[src/rtl/uart_order_tx_if.sv]
// uart_order_tx_if: host order handshake, UART byte-engine and verdict signals of the order sender
interface uart_order_tx_if;
    logic       order_valid_i;
    logic [2:0] order_id_i;
    logic       order_ready_o;
    logic       busy_o;
    logic [7:0] tx_data_o;
    logic       tx_start_o;
    logic       tx_done_i;
    logic [7:0] rx_data_i;
    logic       rx_done_i;
    logic       resp_valid_o;
    logic [1:0] resp_code_o;
    logic [7:0] resp_byte_o;

    modport slave (
        input  order_valid_i, order_id_i, tx_done_i, rx_data_i, rx_done_i,
        output order_ready_o, busy_o, tx_data_o, tx_start_o, resp_valid_o, resp_code_o, resp_byte_o
    );

    modport master (
        output order_valid_i, order_id_i, tx_done_i, rx_data_i, rx_done_i,
        input  order_ready_o, busy_o, tx_data_o, tx_start_o, resp_valid_o, resp_code_o, resp_byte_o
    );
endinterface

[src/rtl/uart_order_tx.sv]
// uart_order_tx: sends the FF 00 00 0N order frame to the UART transmitter and classifies the verdict byte
module uart_order_tx #(
    parameter int TIMEOUT_CYCLES = 50_000_000
) (
    input  logic           clk_i,
    input  logic           rst_n_i,
    uart_order_tx_if.slave bus
);
    localparam int CW = (TIMEOUT_CYCLES > 1) ? $clog2(TIMEOUT_CYCLES) : 1;
    localparam logic [2:0] IDLE      = 3'd0;
    localparam logic [2:0] SEND      = 3'd1;
    localparam logic [2:0] WAIT_TX   = 3'd2;
    localparam logic [2:0] WAIT_RESP = 3'd3;
    localparam logic [2:0] REPORT    = 3'd4;

    logic [2:0]    r_state;
    logic [1:0]    r_idx;
    logic [2:0]    r_id;
    logic [7:0]    r_tx_data;
    logic [CW-1:0] r_cnt;
    logic [1:0]    r_code;
    logic [7:0]    r_byte;
    logic [7:0]    w_next_byte;
    logic          w_expire;

    // frame bytes 1 and 2 are zero; byte 3 carries the id
    assign w_next_byte       = (r_idx == 2'd2) ? {5'b0, r_id} : 8'h00;
    assign w_expire          = r_cnt == CW'(TIMEOUT_CYCLES - 1);
    assign bus.order_ready_o = r_state == IDLE;
    assign bus.busy_o        = r_state != IDLE;
    assign bus.tx_start_o    = r_state == SEND;
    assign bus.resp_valid_o  = r_state == REPORT;
    assign bus.tx_data_o     = r_tx_data;
    assign bus.resp_code_o   = r_code;
    assign bus.resp_byte_o   = r_byte;

    // order FSM: byte sequencing, verdict capture and timeout counting
    always_ff @(posedge clk_i or negedge rst_n_i) begin
        if (!rst_n_i) begin
            r_state   <= IDLE;
            r_idx     <= 2'd0;
            r_id      <= 3'd0;
            r_tx_data <= 8'h00;
            r_cnt     <= '0;
            r_code    <= 2'b00;
            r_byte    <= 8'h00;
        end else begin
            case (r_state)
                IDLE: if (bus.order_valid_i) begin
                    r_id      <= bus.order_id_i;
                    r_idx     <= 2'd0;
                    r_tx_data <= 8'hFF;
                    r_state   <= SEND;
                end
                SEND: r_state <= WAIT_TX;
                WAIT_TX: if (bus.tx_done_i) begin
                    if (r_idx == 2'd3) begin
                        r_cnt   <= '0;
                        r_state <= WAIT_RESP;
                    end else begin
                        r_idx     <= r_idx + 2'd1;
                        r_tx_data <= w_next_byte;
                        r_state   <= SEND;
                    end
                end
                WAIT_RESP: begin
                    if (!w_expire) r_cnt <= r_cnt + CW'(1);
                    if (bus.rx_done_i) begin
                        r_byte  <= bus.rx_data_i;
                        r_code  <= (bus.rx_data_i == 8'hAA) ? 2'b00 : (bus.rx_data_i == 8'hCC) ? 2'b01 : 2'b10;
                        r_state <= REPORT;
                    end else if (w_expire) begin
                        r_code  <= 2'b11;
                        r_byte  <= 8'h00;
                        r_state <= REPORT;
                    end
                end
                REPORT: r_state <= IDLE;
                default: r_state <= IDLE;
            endcase
        end
    end
endmodule

[src/flat_wrapper.sv]
// flat-port wrapper written by rule: the top's interface ports become plain ports
module uart_order_tx_flat 
#(
    parameter int TIMEOUT_CYCLES = 50_000_000
)
  (clk_i, rst_n_i, bus_order_valid_i, bus_order_id_i, bus_tx_done_i, bus_rx_data_i, bus_rx_done_i, bus_order_ready_o, bus_busy_o, bus_tx_data_o, bus_tx_start_o, bus_resp_valid_o, bus_resp_code_o, bus_resp_byte_o);
  uart_order_tx_if bus_i ();
  input  logic clk_i;
  input  logic rst_n_i;
  input wire logic [$bits(bus_i.order_valid_i)-1:0] bus_order_valid_i;
  input wire logic [$bits(bus_i.order_id_i)-1:0] bus_order_id_i;
  input wire logic [$bits(bus_i.tx_done_i)-1:0] bus_tx_done_i;
  input wire logic [$bits(bus_i.rx_data_i)-1:0] bus_rx_data_i;
  input wire logic [$bits(bus_i.rx_done_i)-1:0] bus_rx_done_i;
  output wire logic [$bits(bus_i.order_ready_o)-1:0] bus_order_ready_o;
  output wire logic [$bits(bus_i.busy_o)-1:0] bus_busy_o;
  output wire logic [$bits(bus_i.tx_data_o)-1:0] bus_tx_data_o;
  output wire logic [$bits(bus_i.tx_start_o)-1:0] bus_tx_start_o;
  output wire logic [$bits(bus_i.resp_valid_o)-1:0] bus_resp_valid_o;
  output wire logic [$bits(bus_i.resp_code_o)-1:0] bus_resp_code_o;
  output wire logic [$bits(bus_i.resp_byte_o)-1:0] bus_resp_byte_o;
  assign bus_i.order_valid_i = bus_order_valid_i;
  assign bus_i.order_id_i = bus_order_id_i;
  assign bus_i.tx_done_i = bus_tx_done_i;
  assign bus_i.rx_data_i = bus_rx_data_i;
  assign bus_i.rx_done_i = bus_rx_done_i;
  assign bus_order_ready_o = bus_i.order_ready_o;
  assign bus_busy_o = bus_i.busy_o;
  assign bus_tx_data_o = bus_i.tx_data_o;
  assign bus_tx_start_o = bus_i.tx_start_o;
  assign bus_resp_valid_o = bus_i.resp_valid_o;
  assign bus_resp_code_o = bus_i.resp_code_o;
  assign bus_resp_byte_o = bus_i.resp_byte_o;
  uart_order_tx #(.TIMEOUT_CYCLES(TIMEOUT_CYCLES)) u_core (.clk_i(clk_i), .rst_n_i(rst_n_i), .bus(bus_i));
endmodule
[config.mk]
export PLATFORM = sky130hd
export DESIGN_NAME = uart_order_tx_flat
export DESIGN_NICKNAME = d
export VERILOG_FILES = /design/src/rtl/uart_order_tx_if.sv /design/src/rtl/uart_order_tx.sv /design/src/flat_wrapper.sv
export SDC_FILE = /design/constraint.sdc
export NUM_CORES = 1
export LEC_CHECK = 0
export CORE_MARGIN = 2
export CORE_UTILIZATION = 50
export DETAILED_ROUTE_END_ITERATION = 10
export GPL_TIMING_DRIVEN = 0
export PLACE_DENSITY = 0.83
export SYNTH_ARGS = -nofsm -noshare
export SYNTH_HDL_FRONTEND = slang
export SYNTH_SLANG_ARGS = --single-unit
[constraint.sdc]
create_clock -name clk_i -period 2.7 [get_ports clk_i]
set_input_delay 0.54 -clock clk_i [delete_from_list [all_inputs] [get_ports clk_i]]
set_output_delay 0.54 -clock clk_i [all_outputs]
set_load 0.01 [all_outputs]
==> results by group, run 1 <==
Worst setup path
  • Critical path's slowest cell: clkdlybuf4s50_1
  • Largest stage delay, worst path: 0.53 ns
  • Cells along the critical path: clkbuf_1 -> or3_1 -> inv_1 -> clkdlybuf4s50_1
  • CP required: 2.16 ns
  • Crit Reg-Reg Startpoint: u_core.r_cnt[0]
  • CP Class: register to primary output
  • Setup slack, reg-to-reg: 0.27 ns
  • CP Max Fanout: 10
  • WP data arrival: 1.90 ns
  • R2R cell count: 6
  • Crit end category: primary output
  • R2r endpoint: u_core.r_cnt[18]
  • CP Launch Type: register

Timing
  • Worst Skew: 0.00946 ns
  • Setup violators final: 0
  • Slew margin rel.: 46.5%
  • Final worst path period need: 2.44 ns
  • Max-slew violations: 0
  • RSZ-0062 raised after global routing: false
  • FMAX: 0.410 GHz
  • Setup ws final: 0.262 ns
  • Slew at the pin with the worst max-slew slack: between 0.7 and 0.8 ns
  • Hold slack: 0.121 ns
  • Final Hold Fails: 0
  • Tcrit/Tclk final: 90.3%

Job
  • Max-cap viol count: 0

Placed design
  • Pre-CTS setup slack: between 0.3 and 0.4 ns
  • Port buffer count: 37
  • Gp weighted congestion: roughly 0.86
  • Hpwl dp: 4240 um

Die
  • Core footprint: 4820 um2
  • Std cell rows: 25
  • Starting Density: 52.7%
  • Die Ht: about 75 um
  • I/O pin count: 38
  • Die width: ~75 um
  • Die ar.: approximately 5700 um2

Clock network
  • # hold bufs at CTS: 0
  • Clock-pin slew on the worst setup and hold paths: ~0.09 ns
  • CTS tree: built
  • CTS Buf Count: 5
  • Post-CTS Resized: 0
  • CTS Sinks: 48
  • H-tree depth: 2
  • Post-CTS Setup Repair Bufs: 0
  • Worst-case clock buffer depth: 2
  • Root Buffer: clkbuf_8
  • Clk_lat worst skew: 0.30 ns

Detailed routing
  • TritonRoute pass-1 iters: 4
  • Total Wirelength: 5720 um
  • Vias per inst: 5.93
  • Post-DRT Antenna Nets: 0
  • Drt drc: 0
  • Routed vias: approximately 2200
  • DRT iter0 DRCs: 146
  • Drt wl/cell: 15.5 um

Global route
  • Gr ovfl total: 0
  • First-pass GRT wire length: 9320 um
  • Overall global routing resource usage: 21.7%
  • Vias in the first global route: about 2100
  • Largest net degree at the start of global routing: 37
  • Initial antenna violation count: 0

Synth
  • Post-synth EDFFs: 0
  • Synth unique cells: 50
  • Post-synthesis mux area share: 3.01%
  • Top FF cell, synth: dfrtp_1
  • Syn_nets: 276
  • Largest family of logic cells by synthesized area: compound AO/OA/AOI/OAI gates
  • Synth async-reset ratio: 100%
  • Compound-Gate Fraction of Synth Area: approximately a fifth
  • Synth Area in Simple Gates: 20.4%
  • Xor/xnor share of the synthesized area: roughly 1.4%
  • Yosys reg bits: 48
  • Post-synthesis cell count: 257
  • Register area share after synthesis: between 40% and 50%
  • Synth Cell Area: 2540 um2
  • Adder-Cell Fraction of Synth Area: 1.48%
  • Mapped Avg Cell Area: 9.88 um2
  • Ys Warns: 0

Power and ir drop
  • Lkg Pwr: approximately 0.0013 uW
  • Combinational Power Share: 44.1%
  • P_sw: 1080 uW
  • VDD IR max: between 0.5 and 0.6 mV
  • Switch share: ~37%
  • P_int: 1840 uW
  • Final Power: 2910 uW
  • Reg power frac: between 40% and 50%
  • Clock share of power: 14.1%
  • Power Density: between 900 and 1000 nW/um2

Layout
  • Fill count: 412
  • Post-layout nets: 321
  • FF/Latch Area: 1200 um2
  • Multi-input logic area: between 1000 and 1500 um2
  • N_diodes: 0
  • Most frequent cells in the layout: 48 x dfrtp_1, 36 x clkdlybuf4s50_1, 24 x nand2_1
  • Share of layout cells above drive strength 1: between 10 and 15%
  • Layout area overhead: 21.7%
  • Final Util: between 60% and 70%
  • Most common cell after layout, fill and taps aside: dfrtp_1

Min path
  • Worst Hold Class: input port to asynchronous set/reset pin

Run status
  • Status: completed
registers in the layout (all words and copies together), names as in the netlist:
name and cells:
u_core.r_cnt 26, u_core.bus.resp_byte_o 8, u_core.bus.tx_data_o 4, u_core.r_id 3, u_core.r_state 3, u_core.bus.resp_code_o 2
u_core.r_idx 2
per-layer routing:
layer / GRT usage [%] / routed length (um) / vias up
met5: 0 / 0 / -
met4: 8.19 / 123 / 0
met3: 5.09 / 256 / 12
met2: 35.6 / 2890 / 63
met1: 28.2 / 2460 / 1060
li1: - / - / 1053
cell families (layout without fill, tap and decap cells):
kind of cell / Yosys count / count (layout)
buf+inv: 24 / 69
xor+xnor: 4 / 4
flops: 48 / 48
simple gates: 94 / 94
mux: 7 / 7
fa+ha+maj: 3 / 3
compound gates: 77 / 77
power by group through the flow:
| stage | clock network (uW) | logic, uW | registers (uW) |
|---|---|---|---|
| after CTS | 417 | 1300 | 1220 |
| after floorplan | 0 | 746 | 1220 |
| final | 410 | 1290 | 1220 |
| after global routing | 442 | 1430 | 1250 |
| after global placement | 0 | 1240 | 1220 |
| after detailed placement | 0 | 1300 | 1230 |
layout make-up:
type                    instances  area share [%]
multi-input cells             185            39.0
flip-flops and latches         48            38.9
repair buffers                 38            12.5
plain buffers                  16            3.28
well taps                      67            2.71
clock buffers                   5            2.23
inverters                       8           0.972
clock inverters                 2           0.405
synthesized netlist by cell type, drive strengths merged (5+ instances only):
| cell type | instances | area, um2 |
|---|---|---|
| dfrtp | 48 | 1200 |
| nand2 | 26 | 103 |
| a31oi | 15 | 113 |
| a21oi | 14 | 73.8 |
| nand3 | 14 | 70.1 |
| o21ai | 13 | 65.1 |
| a22o | 12 | 105 |
| nor3 | 12 | 60.1 |
| buf | 10 | 78.8 |
| a21o | 9 | 68.8 |
| nor2 | 9 | 33.8 |
| inv | 8 | 30.0 |
| clkbuf | 6 | 22.5 |
| nand4 | 6 | 37.5 |
| and3 | 5 | 31.3 |
| mux2 | 5 | 56.3 |
worst max-delay path: cells and delay by family (launching register included):
family                 cells  cell delay (ns)
flip-flops                 1             0.39
AND/OR/NAND/NOR            1             0.40
buffers and inverters      3             0.80
how the worst max path moves through the flow:
stage,startpoint,endpoint,slack (ns)
2_1_floorplan,u_core.r_cnt[10],u_core.r_cnt[22],0.70
3_3_place_gp,rst_n_i,u_core.bus.tx_data_o[0],-0.26
3_5_place_dp,u_core.r_cnt[0],u_core.r_cnt[18],0.32
4_1_cts,u_core.r_state[1],bus_order_ready_o,0.24
5_1_grt,u_core.r_state[1],bus_order_ready_o,0.17
6_report,u_core.r_state[1],bus_order_ready_o,0.26
per-stage QoR:
step                      cell area (um2)  setup TNS, ns  instances
final                                3090              0        369
after global placement               2990         -12.23        361
after CTS                            3090              0        369
after global routing                 3090              0        369
after detailed placement             3010              0        362
after floorplan                      2540              0        257
(Power assumes the default switching activity.)
==> run 2: changes to the inputs <==
--- a/config.mk
+++ b/config.mk
@@ -7,6 +7,7 @@
 export LEC_CHECK = 0
 export CORE_MARGIN = 2
 export CORE_UTILIZATION = 50
+export CTS_CLUSTER_SIZE = 12
 export DETAILED_ROUTE_END_ITERATION = 10
 export GPL_TIMING_DRIVEN = 0
 export PLACE_DENSITY = 0.83
==> constraint.sdc (replaced) <==
create_clock -name clk_i -period 2.3 [get_ports clk_i]
set_input_delay 0.46 -clock clk_i [delete_from_list [all_inputs] [get_ports clk_i]]
set_output_delay 0.46 -clock clk_i [all_outputs]
set_load 0.01 [all_outputs]
==> run 2 against run 1 <==
Register-to-register slack lost 0.18 ns. Sequential share of layout area fell by 0.40 points. First-iteration DRC count is 7.5% lower. Critical path depth up 3. Non-clock buffer count is the same. Routed wire length grew 1.6%. Total power rose by 18%. Design area grew 1.1%. Critical path type is now register to register. Combinational power is 16% higher. Highest routed layer unchanged. Sequential cell count unchanged. Clock skew about the same. Die area unchanged.
==> results by group, run 2 (same netlist as run 1, synthesis figures left out) <==
Clock network
  • CTS tree: built
  • Root Buffer: clkbuf_8
  • Clock-pin slew on the worst setup and hold paths: 0.09 ns (about the same)
  • CTS Sinks: 48 (unchanged)
  • CTS Buf Count: 5 (unchanged)
  • H-tree depth: 2 (unchanged)
  • # hold bufs at CTS: 0 (unchanged)
  • Worst-case clock buffer depth: 2 (unchanged)
  • Clk_lat worst skew: 0.30 ns (about the same)

Timing
  • Final Hold Fails: 0 (unchanged)
  • Slew margin rel.: 64.8% (+18 points)
  • Tcrit/Tclk final: a little over nine tenths
  • Final worst path period need: approximately 2.2 ns
  • Hold slack: 0.0429 ns (-0.0784 ns)
  • Max-slew violations: 0 (unchanged)
  • Slew at the pin with the worst max-slew slack: 0.523 ns (-0.273 ns)
  • FMAX: approximately 0.45 GHz
  • Worst Skew: 0.00912 ns (-0.000341 ns)
  • Setup violators final: 0 (unchanged)

Worst setup path
  • CP Max Fanout: 10 (unchanged)
  • CP Class: register to register
  • WP data arrival: 2.43 ns (+0.53 ns)
  • Crit end category: register
  • CP Launch Type: register
  • CP required: 2.52 ns (+0.36 ns)

Global route
  • Gr ovfl total: 0 (unchanged)
  • Largest net degree at the start of global routing: 37 (unchanged)
  • Vias in the first global route: 2106 (+0.62%)
  • Initial antenna violation count: 0 (unchanged)
  • Overall global routing resource usage: 21.9% (+0.14 points)
  • First-pass GRT wire length: 9380 um (+0.68%)

Detailed routing
  • Routed vias: 2204 (+0.73%)
  • Vias per inst: 5.97 (+0.73%)
  • Drt drc: 0 (unchanged)
  • Total Wirelength: 5810 um (+1.6%)
  • Post-DRT Antenna Nets: 0 (unchanged)
  • Drt wl/cell: 15.8 um (+1.6%)
  • TritonRoute pass-1 iters: 4 (unchanged)
  • DRT iter0 DRCs: 135 (-7.5%)

Placed design
  • Port buffer count: 37 (unchanged)
  • Hpwl dp: 4240 um (unchanged)
  • DP Area: 3010 um2 (unchanged)
  • Gp weighted congestion: 0.859 (unchanged)
  • Placed cells: 362 (unchanged)

Die
  • Die width: 75.3 um (unchanged)
  • Std cell rows: 25 (unchanged)
  • Die ar.: 5660 um2 (unchanged)
  • Die Ht: 75.3 um (unchanged)
  • I/O pin count: 38 (unchanged)
  • Starting Density: 52.7% (unchanged)
  • Core footprint: 4820 um2 (unchanged)

Layout
  • Fill count: 407 (-1.2%)
  • Non-filler cells, final: 369 (unchanged)
  • Multi-input logic area: 1230 um2 (+2.1%)
  • Most flops, register: u_core.r_cnt
  • Layout area overhead: 23.1%
  • Most frequent cells in the layout: 47 x dfrtp_1, 35 x clkdlybuf4s50_1, 24 x nand2_1
  • Most common cell after layout, fill and taps aside: dfrtp_1
  • Final Instance Area: 3120 um2 (+1.1%)
  • Post-layout nets: 321 (unchanged)
  • FF/Latch Area: 1200 um2 (+0.10%)
  • Largest register FFs: 26 (unchanged)
  • N_diodes: 0 (unchanged)
  • Share of layout cells above drive strength 1: 13.6% (+2.6 points)

Run status
  • Status: completed

Power and ir drop
  • Lkg Pwr: 0.00134 uW (+0.61%)
  • VDD IR max: 0.619 mV (+17%)
  • Final Power: 3430 uW (+18%)
  • Power Density: 1100 nW/um2 (+16%)

Min path
  • Worst Hold Class: input port to asynchronous set/reset pin

Job
  • Max-cap viol count: 0 (unchanged)
==> run 2: changes by cell type in the layout (fill, tap and decap cells not counted), moves of 2 or more <==
cell	before	now
buf_4	4	6
nor3_2	0	2
clkbuf_1	6	4
nor3_1	12	10
==> run 2: what timing repair did <==
action	CTS	global route
setup buffers	0	1
endpoints found under the setup margin	4	18
pin swaps	0	1
gates resized for setup	5	6
==> run 2: power by group <==
part           switching (uW)  total (uW)  leakage [uW]  internal, uW
combinational             698        1500      0.000681           803
clock                     276         482     0.0000400           206
sequential                300        1450      0.000620          1150
total                    1270        3430       0.00134          2160
==> run 2: path summary, 6_finish.rpt <==
kind	endpoint	depth (start not counted)	startpoint	slack [ns]
worst min register to register	u_core.bus.tx_data_o[2]	2	u_core.bus.tx_data_o[2]	0.48
worst max-delay path	u_core.r_cnt[14]	7	u_core.r_cnt[10]	0.09
max in group asynchronous	u_core.r_cnt[10]	2	rst_n_i	1.76
worst min-delay path	u_core.r_cnt[19]	1	rst_n_i	0.04
worst max register to register	u_core.r_cnt[14]	7	u_core.r_cnt[10]	0.09
min in group clk_i	u_core.bus.tx_data_o[2]	2	u_core.bus.tx_data_o[2]	0.48
==> run 2: layout make-up <==
type	instances	area share, %
tap	67	2.68
clock buffer	5	2.20
multi-input combinational	185	39.4
timing repair buffer	39	12.5
clock inverter	2	0.400
buffer	15	3.32
sequential	48	38.5
inverter	8	0.961
==> run 2: stage by stage <==
step	TNS (ns)	util [%]	setup slack (ns)
6_report	0	64.9	0.0900
3_3_place_gp	-27.59	62.1	-0.577
2_1_floorplan	0	-	0.300
3_5_place_dp	-0.135	62.4	-0.0819
5_1_grt	-0.0321	64.9	-0.0204
4_1_cts	0	64.3	0.0542
==> run 2: metal layers <==
layer	up-vias	track usage, %	wire length [um]
met1	1072	28.4	2480
met5	-	0	0
met4	0	8.58	117
met2	71	35.6	2930
li1	1049	-	-
met3	12	5.22	283
==> run 2: worst max-delay path: stages (launching register included) <==
cell and delay [ns]:
dfrtp_2 0.45, or4b_4 0.56, nor4_4 0.38, a21o_2 0.20
buf_6 0.14, nand2_2 0.07, buf_6 0.15, a31oi_1 0.18
